File: src/rtl/load_store_unit_if.sv
// Request/response and data-memory signals of the load/store unit, bundled for port connection.
// Handshake: a request transfers on the rising edge where req_valid && req_ready; resp_valid is a one-cycle pulse, no back-pressure.
interface load_store_unit_if;
  logic        req_valid;
  logic        req_ready;
  logic        req_write;
  logic [2:0]  req_funct3;
  logic [31:0] req_addr;
  logic [31:0] req_wdata;
  logic        resp_valid;
  logic [31:0] resp_rdata;
  logic        resp_err;
  logic        mem_read;
  logic        mem_write;
  logic [31:0] mem_addr;
  logic [31:0] mem_wdata;
  logic [31:0] mem_rdata;

  modport slave (
    input  req_valid, req_write, req_funct3, req_addr, req_wdata, mem_rdata,
    output req_ready, resp_valid, resp_rdata, resp_err,
    output mem_read, mem_write, mem_addr, mem_wdata
  );

  modport master (
    output req_valid, req_write, req_funct3, req_addr, req_wdata, mem_rdata,
    input  req_ready, resp_valid, resp_rdata, resp_err,
    input  mem_read, mem_write, mem_addr, mem_wdata
  );
endinterface

File: src/rtl/load_store_unit.sv
// Load/store unit: one request at a time, word-aligned accesses to a memory without byte enables,
// sub-word stores done as read-modify-write, misaligned/illegal requests answered with an error.
module load_store_unit #(
  parameter int MEM_ADDR_BITS = 10
) (
  input  logic               clk,
  input  logic               rst_n,
  load_store_unit_if.slave   bus,
  output logic [1:0]         dbg_state_o
);

  typedef enum logic [1:0] {
    S_IDLE = 2'd0,
    S_RD   = 2'd1,
    S_WR   = 2'd2,
    S_RESP = 2'd3
  } state_t;

  state_t      state_q, state_d;
  logic        write_q, write_d;
  logic [2:0]  funct3_q, funct3_d;
  logic [31:0] addr_q, addr_d;
  logic [31:0] wdata_q, wdata_d;
  logic [31:0] word_q, word_d;
  logic [31:0] resp_rdata_q, resp_rdata_d;
  logic        resp_err_q, resp_err_d;

  logic        req_legal;
  logic        req_aligned;
  logic [7:0]  ld_byte;
  logic [15:0] ld_half;
  logic [31:0] ld_ext;
  logic [31:0] st_word;

  // Stores only have byte/half/word codes; loads add the unsigned byte/half codes.
  always_comb begin
    req_legal = 1'b0;
    case (bus.req_funct3)
      3'b000, 3'b001, 3'b010: req_legal = 1'b1;
      3'b100, 3'b101:         req_legal = !bus.req_write;
      default:                req_legal = 1'b0;
    endcase
    case (bus.req_funct3[1:0])
      2'b01:   req_aligned = !bus.req_addr[0];
      2'b10:   req_aligned = (bus.req_addr[1:0] == 2'b00);
      default: req_aligned = 1'b1;
    endcase
  end

  always_comb begin
    case (addr_q[1:0])
      2'd0:    ld_byte = bus.mem_rdata[7:0];
      2'd1:    ld_byte = bus.mem_rdata[15:8];
      2'd2:    ld_byte = bus.mem_rdata[23:16];
      default: ld_byte = bus.mem_rdata[31:24];
    endcase
    ld_half = addr_q[1] ? bus.mem_rdata[31:16] : bus.mem_rdata[15:0];
    case (funct3_q)
      3'b000:  ld_ext = {{24{ld_byte[7]}}, ld_byte};
      3'b001:  ld_ext = {{16{ld_half[15]}}, ld_half};
      3'b100:  ld_ext = {24'h0, ld_byte};
      3'b101:  ld_ext = {16'h0, ld_half};
      default: ld_ext = bus.mem_rdata;
    endcase
  end

  // Merge the store data into the word fetched during the read phase.
  always_comb begin
    st_word = word_q;
    case (funct3_q[1:0])
      2'b00: begin
        case (addr_q[1:0])
          2'd0:    st_word[7:0]   = wdata_q[7:0];
          2'd1:    st_word[15:8]  = wdata_q[7:0];
          2'd2:    st_word[23:16] = wdata_q[7:0];
          default: st_word[31:24] = wdata_q[7:0];
        endcase
      end
      2'b01: begin
        if (addr_q[1]) st_word[31:16] = wdata_q[15:0];
        else           st_word[15:0]  = wdata_q[15:0];
      end
      default: st_word = wdata_q;
    endcase
  end

  always_comb begin
    state_d      = state_q;
    write_d      = write_q;
    funct3_d     = funct3_q;
    addr_d       = addr_q;
    wdata_d      = wdata_q;
    word_d       = word_q;
    resp_rdata_d = resp_rdata_q;
    resp_err_d   = resp_err_q;
    case (state_q)
      S_IDLE: begin
        if (bus.req_valid) begin
          write_d  = bus.req_write;
          funct3_d = bus.req_funct3;
          addr_d   = bus.req_addr;
          wdata_d  = bus.req_wdata;
          if (!(req_legal && req_aligned)) begin
            state_d      = S_RESP;
            resp_err_d   = 1'b1;
            resp_rdata_d = 32'h0;
          end else if (bus.req_write && (bus.req_funct3[1:0] == 2'b10)) begin
            state_d = S_WR;
          end else begin
            state_d = S_RD;
          end
        end
      end
      S_RD: begin
        word_d = bus.mem_rdata;
        if (write_q) begin
          state_d = S_WR;
        end else begin
          state_d      = S_RESP;
          resp_rdata_d = ld_ext;
          resp_err_d   = 1'b0;
        end
      end
      S_WR: begin
        state_d      = S_RESP;
        resp_rdata_d = 32'h0;
        resp_err_d   = 1'b0;
      end
      default: state_d = S_IDLE;
    endcase
  end

  always_ff @(posedge clk or negedge rst_n) begin
    if (!rst_n) begin
      state_q      <= S_IDLE;
      write_q      <= 1'b0;
      funct3_q     <= 3'b000;
      addr_q       <= 32'h0;
      wdata_q      <= 32'h0;
      word_q       <= 32'h0;
      resp_rdata_q <= 32'h0;
      resp_err_q   <= 1'b0;
    end else begin
      state_q      <= state_d;
      write_q      <= write_d;
      funct3_q     <= funct3_d;
      addr_q       <= addr_d;
      wdata_q      <= wdata_d;
      word_q       <= word_d;
      resp_rdata_q <= resp_rdata_d;
      resp_err_q   <= resp_err_d;
    end
  end

  // Memory strobes come from state alone so a reset drops them immediately.
  assign bus.req_ready  = (state_q == S_IDLE);
  assign bus.resp_valid = (state_q == S_RESP);
  assign bus.resp_rdata = resp_rdata_q;
  assign bus.resp_err   = resp_err_q;
  assign bus.mem_read   = (state_q == S_RD);
  assign bus.mem_write  = (state_q == S_WR);
  assign bus.mem_wdata  = (state_q == S_WR) ? st_word : 32'h0;
  // Bits above the decoded range are forwarded untouched; data_mem aliases them.
  assign bus.mem_addr   = {addr_q[31:MEM_ADDR_BITS], addr_q[MEM_ADDR_BITS-1:2], 2'b00};
  assign dbg_state_o    = state_q;

endmodule

File: src/flat_wrapper.sv
// flat-port wrapper written by rule: the top's interface ports become plain ports
module load_store_unit_flat 
#(
  parameter int MEM_ADDR_BITS = 10
)
  (clk, rst_n, dbg_state_o, bus_req_valid, bus_req_write, bus_req_funct3, bus_req_addr, bus_req_wdata, bus_mem_rdata, bus_req_ready, bus_resp_valid, bus_resp_rdata, bus_resp_err, bus_mem_read, bus_mem_write, bus_mem_addr, bus_mem_wdata);
  load_store_unit_if bus_i ();
  input  logic clk;
  input  logic rst_n;
  output logic [1:0] dbg_state_o;
  input wire logic [$bits(bus_i.req_valid)-1:0] bus_req_valid;
  input wire logic [$bits(bus_i.req_write)-1:0] bus_req_write;
  input wire logic [$bits(bus_i.req_funct3)-1:0] bus_req_funct3;
  input wire logic [$bits(bus_i.req_addr)-1:0] bus_req_addr;
  input wire logic [$bits(bus_i.req_wdata)-1:0] bus_req_wdata;
  input wire logic [$bits(bus_i.mem_rdata)-1:0] bus_mem_rdata;
  output wire logic [$bits(bus_i.req_ready)-1:0] bus_req_ready;
  output wire logic [$bits(bus_i.resp_valid)-1:0] bus_resp_valid;
  output wire logic [$bits(bus_i.resp_rdata)-1:0] bus_resp_rdata;
  output wire logic [$bits(bus_i.resp_err)-1:0] bus_resp_err;
  output wire logic [$bits(bus_i.mem_read)-1:0] bus_mem_read;
  output wire logic [$bits(bus_i.mem_write)-1:0] bus_mem_write;
  output wire logic [$bits(bus_i.mem_addr)-1:0] bus_mem_addr;
  output wire logic [$bits(bus_i.mem_wdata)-1:0] bus_mem_wdata;
  assign bus_i.req_valid = bus_req_valid;
  assign bus_i.req_write = bus_req_write;
  assign bus_i.req_funct3 = bus_req_funct3;
  assign bus_i.req_addr = bus_req_addr;
  assign bus_i.req_wdata = bus_req_wdata;
  assign bus_i.mem_rdata = bus_mem_rdata;
  assign bus_req_ready = bus_i.req_ready;
  assign bus_resp_valid = bus_i.resp_valid;
  assign bus_resp_rdata = bus_i.resp_rdata;
  assign bus_resp_err = bus_i.resp_err;
  assign bus_mem_read = bus_i.mem_read;
  assign bus_mem_write = bus_i.mem_write;
  assign bus_mem_addr = bus_i.mem_addr;
  assign bus_mem_wdata = bus_i.mem_wdata;
  load_store_unit #(.MEM_ADDR_BITS(MEM_ADDR_BITS)) u_core (.clk(clk), .rst_n(rst_n), .bus(bus_i), .dbg_state_o(dbg_state_o));
endmodule
File: config.mk
export PLATFORM = sky130hd
export DESIGN_NAME = load_store_unit_flat
export DESIGN_NICKNAME = d
export VERILOG_FILES = /design/src/rtl/load_store_unit_if.sv /design/src/rtl/load_store_unit.sv /design/src/flat_wrapper.sv
export SDC_FILE = /design/constraint.sdc
export NUM_CORES = 1
export LEC_CHECK = 0
export BUFFER_PORTS_ARGS = -buffer_cell sky130_fd_sc_hd__buf_2
export CAP_MARGIN = 20
export CORE_MARGIN = 2
export CORE_UTILIZATION = 50
export DETAILED_ROUTE_END_ITERATION = 10
export GPL_TIMING_DRIVEN = 0
export PLACE_DENSITY = 0.77
export SLEW_MARGIN = 15
export SYNTH_ARGS = -nofsm -noshare
export SYNTH_HDL_FRONTEND = slang
export SYNTH_SLANG_ARGS = --single-unit
File: constraint.sdc
create_clock -name clk -period 2.4 [get_ports clk]
set_input_delay 0.36 -clock clk [delete_from_list [all_inputs] [get_ports clk]]
set_output_delay 0.36 -clock clk [all_outputs]
set_load 0.1 [all_outputs]
==> flow_summary.ini, run 1 <==
[status]
status = complete, but fails checks
violations = setup timing

[yosys]
ys_async_sr_fraction = 1.00
synth_top_family_by_area = multiplexers
synth_top_area_frac = 0.479
ys.warnings.count = 0
synth_ff_type = dfrtp_1
synth_cells = 652
ys_top_cells_by_area = dfrtp_1 (48%), mux2_2 (16%), nand2_1 (4.0%)
synth-compound-area-share = 0.163
synth.ff_latch_count = 135
synthSimpleGateAreaFrac = 0.0906
yosysMostFrequentCell = dfrtp_1
synth_edf_count = 0
synthXorXnorAreaFrac = 0
synthTopCellsByCount = dfrtp_1 (135), mux2_2 (98), nand2_1 (76)
muxShareOfSynthArea = 0.182
syn_area_sq_um = 7060
synth_fa_ha_area_frac = 0.0124
syn_area_per_cell_sq_um = 10.8
yosysSeqAreaShare = 0.479
netlist.top_cell.by_area = dfrtp_1
ys_types = 42

[clocking]
cts_tree = built
ctsRootBufferMaster = clkbuf_16
cts-htree-levels = 4
path_clk_slew_ns = 0.06
cts_buffer_depth = 2
clock-sinks = 135
cts-buffers-inserted = 17
insertion_delay_ns = 0.42

[final_layout]
num-fill-cells = 904
drive_above_1_share = 0.569
area_growth_pct = 46.0
layout.nets = 1002
antenna_cells = 0
multi_input_area_sq_um = 3760
seqCellArea_sq_um = 3390

[floorplanning]
core_area_sq_um = 13800
die_area_sq_um = 15100
std_cell_rows = 43
ios = 206
start_util = 0.511
die_y_um = 123
die_w_um = 123

[global_route]
track_usage = 0.297
gr-total-overflow = 0
antenna_found_initial = 0
first_global_vias = 6074
grt_pass1_wl_um = 33300
grt_max_degree = 69

[setup_path]
slowest_delay_ns = 0.35
cp_slowest_cell = dfrtp_1
arrival_ns = 2.05
path_cells = buf_6 > nor2b_4 > nand2b_4 > mux2i_2 > nand2_1 > o211a_4 > buf_12
reg2reg_slack_ns = 0.14
critPathCaptureType = output port
path_class = register to output port
crit_fanout = 8
cp-start-kind = register
critPathRequiredTime_ns = 2.04

[sta]
rsz0062_at_grt = true
fin_crit_sh = 1.01
setup_slack_ns = -0.0146
period_needed_ns = 2.41
final-setup-viol-count = 4
hold_viol = 0
relSlewSlack = 0.526
drv_slew = 0
fin_skew_ns = 0.00595
max_slew.worst_pin.slew_ns = 0.711
fmaxAchievable_ghz = 0.414
setup_tns_ns = -0.0340

[detailed_routing]
postRouteAntennaNets = 0
wire_per_inst_um = 20.7
drt_pass1_iterations = 6
drtIter0Drc = 529
vias = 6319
via_per_inst = 5.82
drc_errors = 0
wirelength_um = 22400

[placed_design]
io_buffer_count = 203
place_worst_setup_slack_ns = -0.223
place.gp.congestion = 0.924
dp.final_hpwl_um = 15000

[worst_hold_path]
hold_class = primary input to register

[run]
max_cap_viol_count = 0
## sequential cells by signal (all words and copies together), names as in the netlist
register	cells
u_core.write_q	1
u_core.addr_q	32
u_core.wdata_q	32
u_core.funct3_q	3
u_core.bus.resp_rdata	32
u_core.word_q	32
u_core.bus.resp_err	1
u_core.dbg_state_o	2
## path summary, 6_finish.rpt
| path | from | endpoint | depth (start not counted) |
|---|---|---|---|
| min in group asynchronous | rst_n | u_core.bus.resp_err$_DFFE_PN0P_ | 2 |
| min | bus_req_wdata[20] | u_core.wdata_q[20]$_DFFE_PN0P_ | 2 |
| max | u_core.addr_q[0]$_DFFE_PN0P_ | bus_mem_wdata[16] | 7 |
| min reg2reg | u_core.bus.resp_rdata[31]$_DFFE_PN0P_ | u_core.bus.resp_rdata[31]$_DFFE_PN0P_ | 2 |
| max reg2reg | u_core.dbg_state_o[1]$_DFFE_PN0N_ | u_core.bus.resp_rdata[22]$_DFFE_PN0P_ | 7 |
| max in group asynchronous | rst_n | u_core.dbg_state_o[1]$_DFFE_PN0N_ | 3 |
## cells in the final DEF, fill, tap and decap left out, drive strengths merged, types with 7 or more instances in the layout
master	Yosys	routed
inv	10	11
o211a	13	13
o221ai	8	8
o31a	7	7
mux2	98	98
dfrtp	135	135
nor2	28	28
nor2b	21	21
o31ai	19	19
a21oi	30	30
a221oi	16	16
o21ai	32	32
clkbuf	35	49
nand2	76	76
buf	49	275
ha	7	7
a21boi	8	8
nand3	9	9
mux2i	16	16
a22o	14	14
## area by class of cell
cell class / count / area share
flip-flops and latches: 135 / 0.329
clock inverters: 11 / 0.0143
well taps: 180 / 0.0218
clock buffers: 21 / 0.0447
plain buffers: 80 / 0.0580
inverters: 11 / 0.00461
repair buffers: 224 / 0.163
multi-input cells: 423 / 0.365
## worst max-delay path: cells and delay by family (launching register included)
kind | cells | cell delay, ns
DFF | 1 | 0.35
and+or+nand+nor | 3 | 0.55
buffers and inverters | 2 | 0.28
muxes | 1 | 0.27
AOI/OAI and AO/OA | 1 | 0.16
## cells by family after synthesis
logic type      Yosys count
simple gates            145
fa+ha+maj                 7
flops                   135
compound gates          154
buf+inv                  95
other cells               1
mux                     115
## routing by layer
metal  track usage  share of wire  vias to the layer above
met1         0.395           0.40                     3067
met3        0.0832           0.10                       76
met5             0              0                        -
met4         0.129          0.037                        0
met2         0.452           0.46                      390
li1              -              -                     2786
## metrics by stage
stage               hold WS [ns]  instance area (sq um)   util  cells
finish                     0.164                  10300  0.746   1085
global route               0.153                  10300  0.746   1085
CTS                        0.148                  10100  0.727   1074
detailed placement         0.341                   8610  0.623   1037
global placement           0.456                   8580  0.620   1036
floorplan                 0.0644                   7340      -    653
## timing repair
item	4_1_cts	5_1_grt
setup endpoints to repair	32	63
endpoints found under the hold margin	67	0
buffers inserted	5	12
gates resized for setup	208	56
pin swaps	28	17
hold buffers	1	0
cloned	0	2
Power of run 1 is not shown: default switching activity piles up to over one toggle a cycle in this logic, so the estimate is an artifact.
==> run 2, diff against run 1 <==
--- a/config.mk
+++ b/config.mk
@@ -12,6 +12,7 @@
 export DETAILED_ROUTE_END_ITERATION = 10
 export GPL_TIMING_DRIVEN = 0
 export PLACE_DENSITY = 0.77
+export SKIP_LAST_GASP = 1
 export SLEW_MARGIN = 15
 export SYNTH_ARGS = -nofsm -noshare
 export SYNTH_HDL_FRONTEND = slang
==> flow_summary.ini, run 2 (synthesis results as in run 1) <==
[final_layout]
design_area_sq_um = 10300
drive_above_1_share = 0.569
layout.nets = 1002
layout_common_cells = buf_2 (177), dfrtp_1 (132), mux2_2 (98)
num-fill-cells = 907
final_common_cell = buf_2
antenna_cells = 0
area_growth_pct = 45.9

[detailed_routing]
postRouteAntennaNets = 0
drt_pass1_iterations = 5
via_per_inst = 5.77
drc_errors = 0
wirelength_um = 22400
vias = 6260
drtIter0Drc = 623
wire_per_inst_um = 20.7

[status]
status = complete, but fails checks
violations = setup timing

[clocking]
clock-sinks = 135
path_clk_slew_ns = 0.06
cts-htree-levels = 4
cts_tree = built
cts-buffers-inserted = 17
insertion_delay_ns = 0.42
ctsRootBufferMaster = clkbuf_16
cts_buffer_depth = 2

[setup_path]
regToRegEndpoint = u_core.bus.resp_rdata[22]$_DFFE_PN0P_
worstRegToRegCells = 7
cp-start-kind = register
crit_fanout = 8
critPathRequiredTime_ns = 2.04
critPathCaptureType = output port
arrival_ns = 2.07
r2r_start = u_core.dbg_state_o[1]$_DFFE_PN0N_
path_class = register to output port
reg2reg_slack_ns = 0.13

[floorplanning]
ios = 206
die_w_um = 123
std_cell_rows = 43
die_area_sq_um = 15100
die_y_um = 123
start_util = 0.511
core_area_sq_um = 13800

[worst_hold_path]
worst_hold_path.endpoint = u_core.wdata_q[20]$_DFFE_PN0P_
hold_class = primary input to register
hp-start = bus_req_wdata[20]
min_path_cells = 2

[sta]
max_slew.worst_pin.slew_ns = 0.743
fin_skew_ns = 0.00530
fmaxAchievable_ghz = 0.411
final-setup-viol-count = 4
drv_slew = 0
hold_viol = 0
rsz0062_at_grt = true
setup_slack_ns = -0.0343
period_needed_ns = 2.43
fin_crit_sh = 1.01
relSlewSlack = 0.505

[global_route]
grt_max_degree = 69
gr-total-overflow = 0
antenna_found_initial = 0
track_usage = 0.297
grt_pass1_wl_um = 33300
first_global_vias = 6074

[run]
max_cap_viol_count = 0

[placed_design]
dp.final_hpwl_um = 15000
placed_area_sq_um = 8610
io_buffer_count = 203
place.gp.congestion = 0.924
[run 2: cell counts in the layout (fill, tap and decap cells not counted)]
Identical to the previous run, type by type.
[run 2: routing by layer]
layer	vias to the layer above	wire length, um	global-route usage
li1	2783	-	-
met3	83	2310	0.0832
met5	-	0	0
met1	3023	8820	0.395
met2	371	10400	0.452
met4	0	930	0.129
[run 2: layout make-up]
type | count | area, sq um | share of cell area
plain buffers | 80 | 592 | 0.0575
clock buffers | 21 | 460 | 0.0447
clock inverters | 11 | 148 | 0.0143
inverters | 11 | 45.0 | 0.00437
multi-input cells | 423 | 3760 | 0.365
flip-flops and latches | 135 | 3390 | 0.329
well taps | 180 | 225 | 0.0219
repair buffers | 224 | 1680 | 0.163
[run 2: through the flow]
stage | util | setup slack, ns | TNS (ns) | hold WS (ns) | std cells
final | 0.745 | -0.0343 | -0.0865 | 0.164 | 1085
after global routing | 0.745 | -0.0802 | -0.984 | 0.153 | 1085
after CTS | 0.727 | -0.0581 | -0.515 | 0.148 | 1074
after detailed placement | 0.623 | -0.223 | -4.20 | 0.341 | 1037
after global placement | 0.620 | -1.32 | -122.32 | 0.456 | 1036
after floorplan | - | -0.116 | -0.634 | 0.0644 | 653
[run 2: how the worst max path moves through the flow]
stage	to	startpoint	depth (start not counted)
after floorplan	bus_mem_wdata[25]	u_core.dbg_state_o[0]$_DFFE_PN0N_	4
after global placement	u_core.dbg_state_o[1]$_DFFE_PN0N_	rst_n	1
after detailed placement	bus_mem_wdata[5]	u_core.addr_q[1]$_DFFE_PN0P_	7
after CTS	bus_mem_wdata[2]	u_core.addr_q[0]$_DFFE_PN0P_	9
after global routing	bus_mem_wdata[16]	u_core.addr_q[0]$_DFFE_PN0P_	7
final	bus_mem_wdata[16]	u_core.addr_q[0]$_DFFE_PN0P_	7
[run 2: what timing repair did]
item / in CTS / in global routing
hold endpoints to repair: 67 / 0
resized for setup: 207 / 54
cloned: 0 / 2
buffers inserted: 5 / 12
pin swaps: 28 / 17
hold buffers: 1 / 0
setup endpoints to repair: 32 / 63
[run 2: worst max-delay path, cell delays in order (launching register included)]
cell	delay (ns)
dfrtp_1	0.36
buf_6	0.12
nor2b_4	0.19
nand2b_4	0.26
mux2i_2	0.28
nand2_1	0.11
o211a_4	0.16
buf_12	0.16
Power of run 2 is left out for the same reason.
==> run 3, diff against run 2 <==
--- a/config.mk
+++ b/config.mk
@@ -5,7 +5,7 @@
 export SDC_FILE = /design/constraint.sdc
 export NUM_CORES = 1
 export LEC_CHECK = 0
-export BUFFER_PORTS_ARGS = -buffer_cell sky130_fd_sc_hd__buf_2
+export BUFFER_PORTS_ARGS = -buffer_cell sky130_fd_sc_hd__buf_4
 export CAP_MARGIN = 20
 export CORE_MARGIN = 2
 export CORE_UTILIZATION = 50
==> flow_summary.ini, run 3 (synthesis results as in run 1) <==
[setup_path]
critPathBufInv = 3
crit_cells = 8
cp_slowest_cell = dfrtp_1
regToRegEndpoint = u_core.bus.resp_rdata[22]$_DFFE_PN0P_
path_class = register to output port
reg2reg_slack_ns = 0.14
arrival_ns = 2.12
slowest_delay_ns = 0.44
path_cells = buf_6 > buf_4 > nor2_1 > nand3_1 > o2bb2ai_1 > a21oi_2 > nor2b_4 > buf_8
r2r_start = u_core.dbg_state_o[1]$_DFFE_PN0N_
worstRegToRegCells = 7
worstSetupStartpoint = u_core.funct3_q[0]$_DFFE_PN0P_
crit_fanout = 4
critPathCaptureType = output port
cp-start-kind = register
cp_top_family = buffers and inverters
crit_end = bus_mem_wdata[14]
critPathRequiredTime_ns = 2.04

[global_route]
gr-total-overflow = 0
antenna_found_initial = 0
first_global_vias = 6544
grt_max_degree = 70
track_usage = 0.313
grt_pass1_wl_um = 35100

[detailed_routing]
drtIter0Drc = 379
drt_pass1_iterations = 6
via_per_inst = 5.81
wire_per_inst_um = 21.4
wirelength_um = 23400
drc_errors = 0
postRouteAntennaNets = 0
vias = 6352

[clocking]
cts-buffers-inserted = 17
path_clk_slew_ns = 0.06
clock-sinks = 135
cts_tree = built
ctsRootBufferMaster = clkbuf_16
cts_buffer_depth = 2
cts-htree-levels = 4
insertion_delay_ns = 0.43

[status]
status = complete, but fails checks
violations = setup timing

[final_layout]
antenna_cells = 0
layout_common_cells = buf_4 (233), dfrtp_1 (132), mux2_2 (98)
final_common_cell = buf_4
drive_above_1_share = 0.575
area_growth_pct = 52.8
design_area_sq_um = 10800
layout.nets = 1011

[sta]
max_slew.worst_pin.slew_ns = 0.669
period_needed_ns = 2.48
relSlewSlack = 0.554
drv_slew = 0
rsz0062_at_grt = true
fmaxAchievable_ghz = 0.403
final-setup-viol-count = 8
setup_slack_ns = -0.0785
fin_skew_ns = 0.00671
hold_viol = 0
fin_crit_sh = 1.03
setup_tns_ns = -0.218

[floorplanning]
start_util = 0.511
std_cell_rows = 43
die_area_sq_um = 15100
core_area_sq_um = 13800
ios = 206
die_w_um = 123
die_y_um = 123

[placed_design]
place.gp.congestion = 0.917
dp.final_hpwl_um = 16400
placed_area_sq_um = 9120
io_buffer_count = 203

[worst_hold_path]
hold_class = primary input to register
hp-start = bus_req_wdata[14]

[run]
max_cap_viol_count = 0
## run 3: cell types whose count changed in the layout (fill, tap and decap cells not counted), sizes merged
cell,before,now
bufinv,3,4
inv,11,10
clkbuf,49,48
buf,275,282
clkinv,4,9
clkinvlp,4,2
## run 3: area by class of cell
| cell class | count | area [sq um] |
|---|---|---|
| fill | 856 | 3040 |
| tap | 180 | 225 |
| sequential | 135 | 3390 |
| multi-input combinational | 423 | 3760 |
| timing repair buffer | 232 | 2170 |
| clock inverter | 14 | 183 |
| clock buffer | 18 | 429 |
| inverter | 11 | 45.0 |
| buffer | 81 | 589 |
## run 3: through the flow
| stage | instances | util | setup slack (ns) | hold slack [ns] |
|---|---|---|---|---|
| final | 1094 | 0.780 | -0.0785 | 0.161 |
| after global placement | 1036 | 0.657 | -0.177 | 0.462 |
| after floorplan | 653 | - | -0.116 | 0.0644 |
| after CTS | 1080 | 0.761 | -0.0690 | 0.158 |
| after global routing | 1094 | 0.780 | -0.119 | 0.154 |
| after detailed placement | 1037 | 0.659 | -0.199 | 0.396 |
## run 3: how the worst min path moves through the flow
stage,to,slack [ns],cells after the start
floorplan,u_core.addr_q[0]$_DFFE_PN0P_,0.06,0
global placement,u_core.bus.resp_rdata[18]$_DFFE_PN0P_,0.46,2
detailed placement,u_core.bus.resp_rdata[15]$_DFFE_PN0P_,0.40,1
CTS,u_core.wdata_q[14]$_DFFE_PN0P_,0.16,2
global route,u_core.wdata_q[7]$_DFFE_PN0P_,0.15,2
finish,u_core.wdata_q[14]$_DFFE_PN0P_,0.16,2
## run 3: metal layers
metal,up-vias,global-route usage,part of all wire
li1,2797,-,-
met1,3160,0.399,0.40
met2,329,0.506,0.48
met3,66,0.0776,0.086
met4,0,0.132,0.035
met5,-,0,0
## run 3: timing repair
action	CTS	global route
hold buffers	1	0
endpoints found under the setup margin	32	64
setup buffers	10	17
hold endpoints to repair	68	0
gates resized for setup	178	51
pin swaps	20	19
## run 3: worst register-to-register path, cell delays in order (launching register included)
cell      delay (ns)
dfrtp_4         0.51
inv_2           0.12
ha_4            0.14
clkbuf_1        0.29
a211o_1         0.18
a31o_2          0.17
clkbuf_1        0.53
o31ai_2         0.16
Power of run 3 is left out for the same reason.
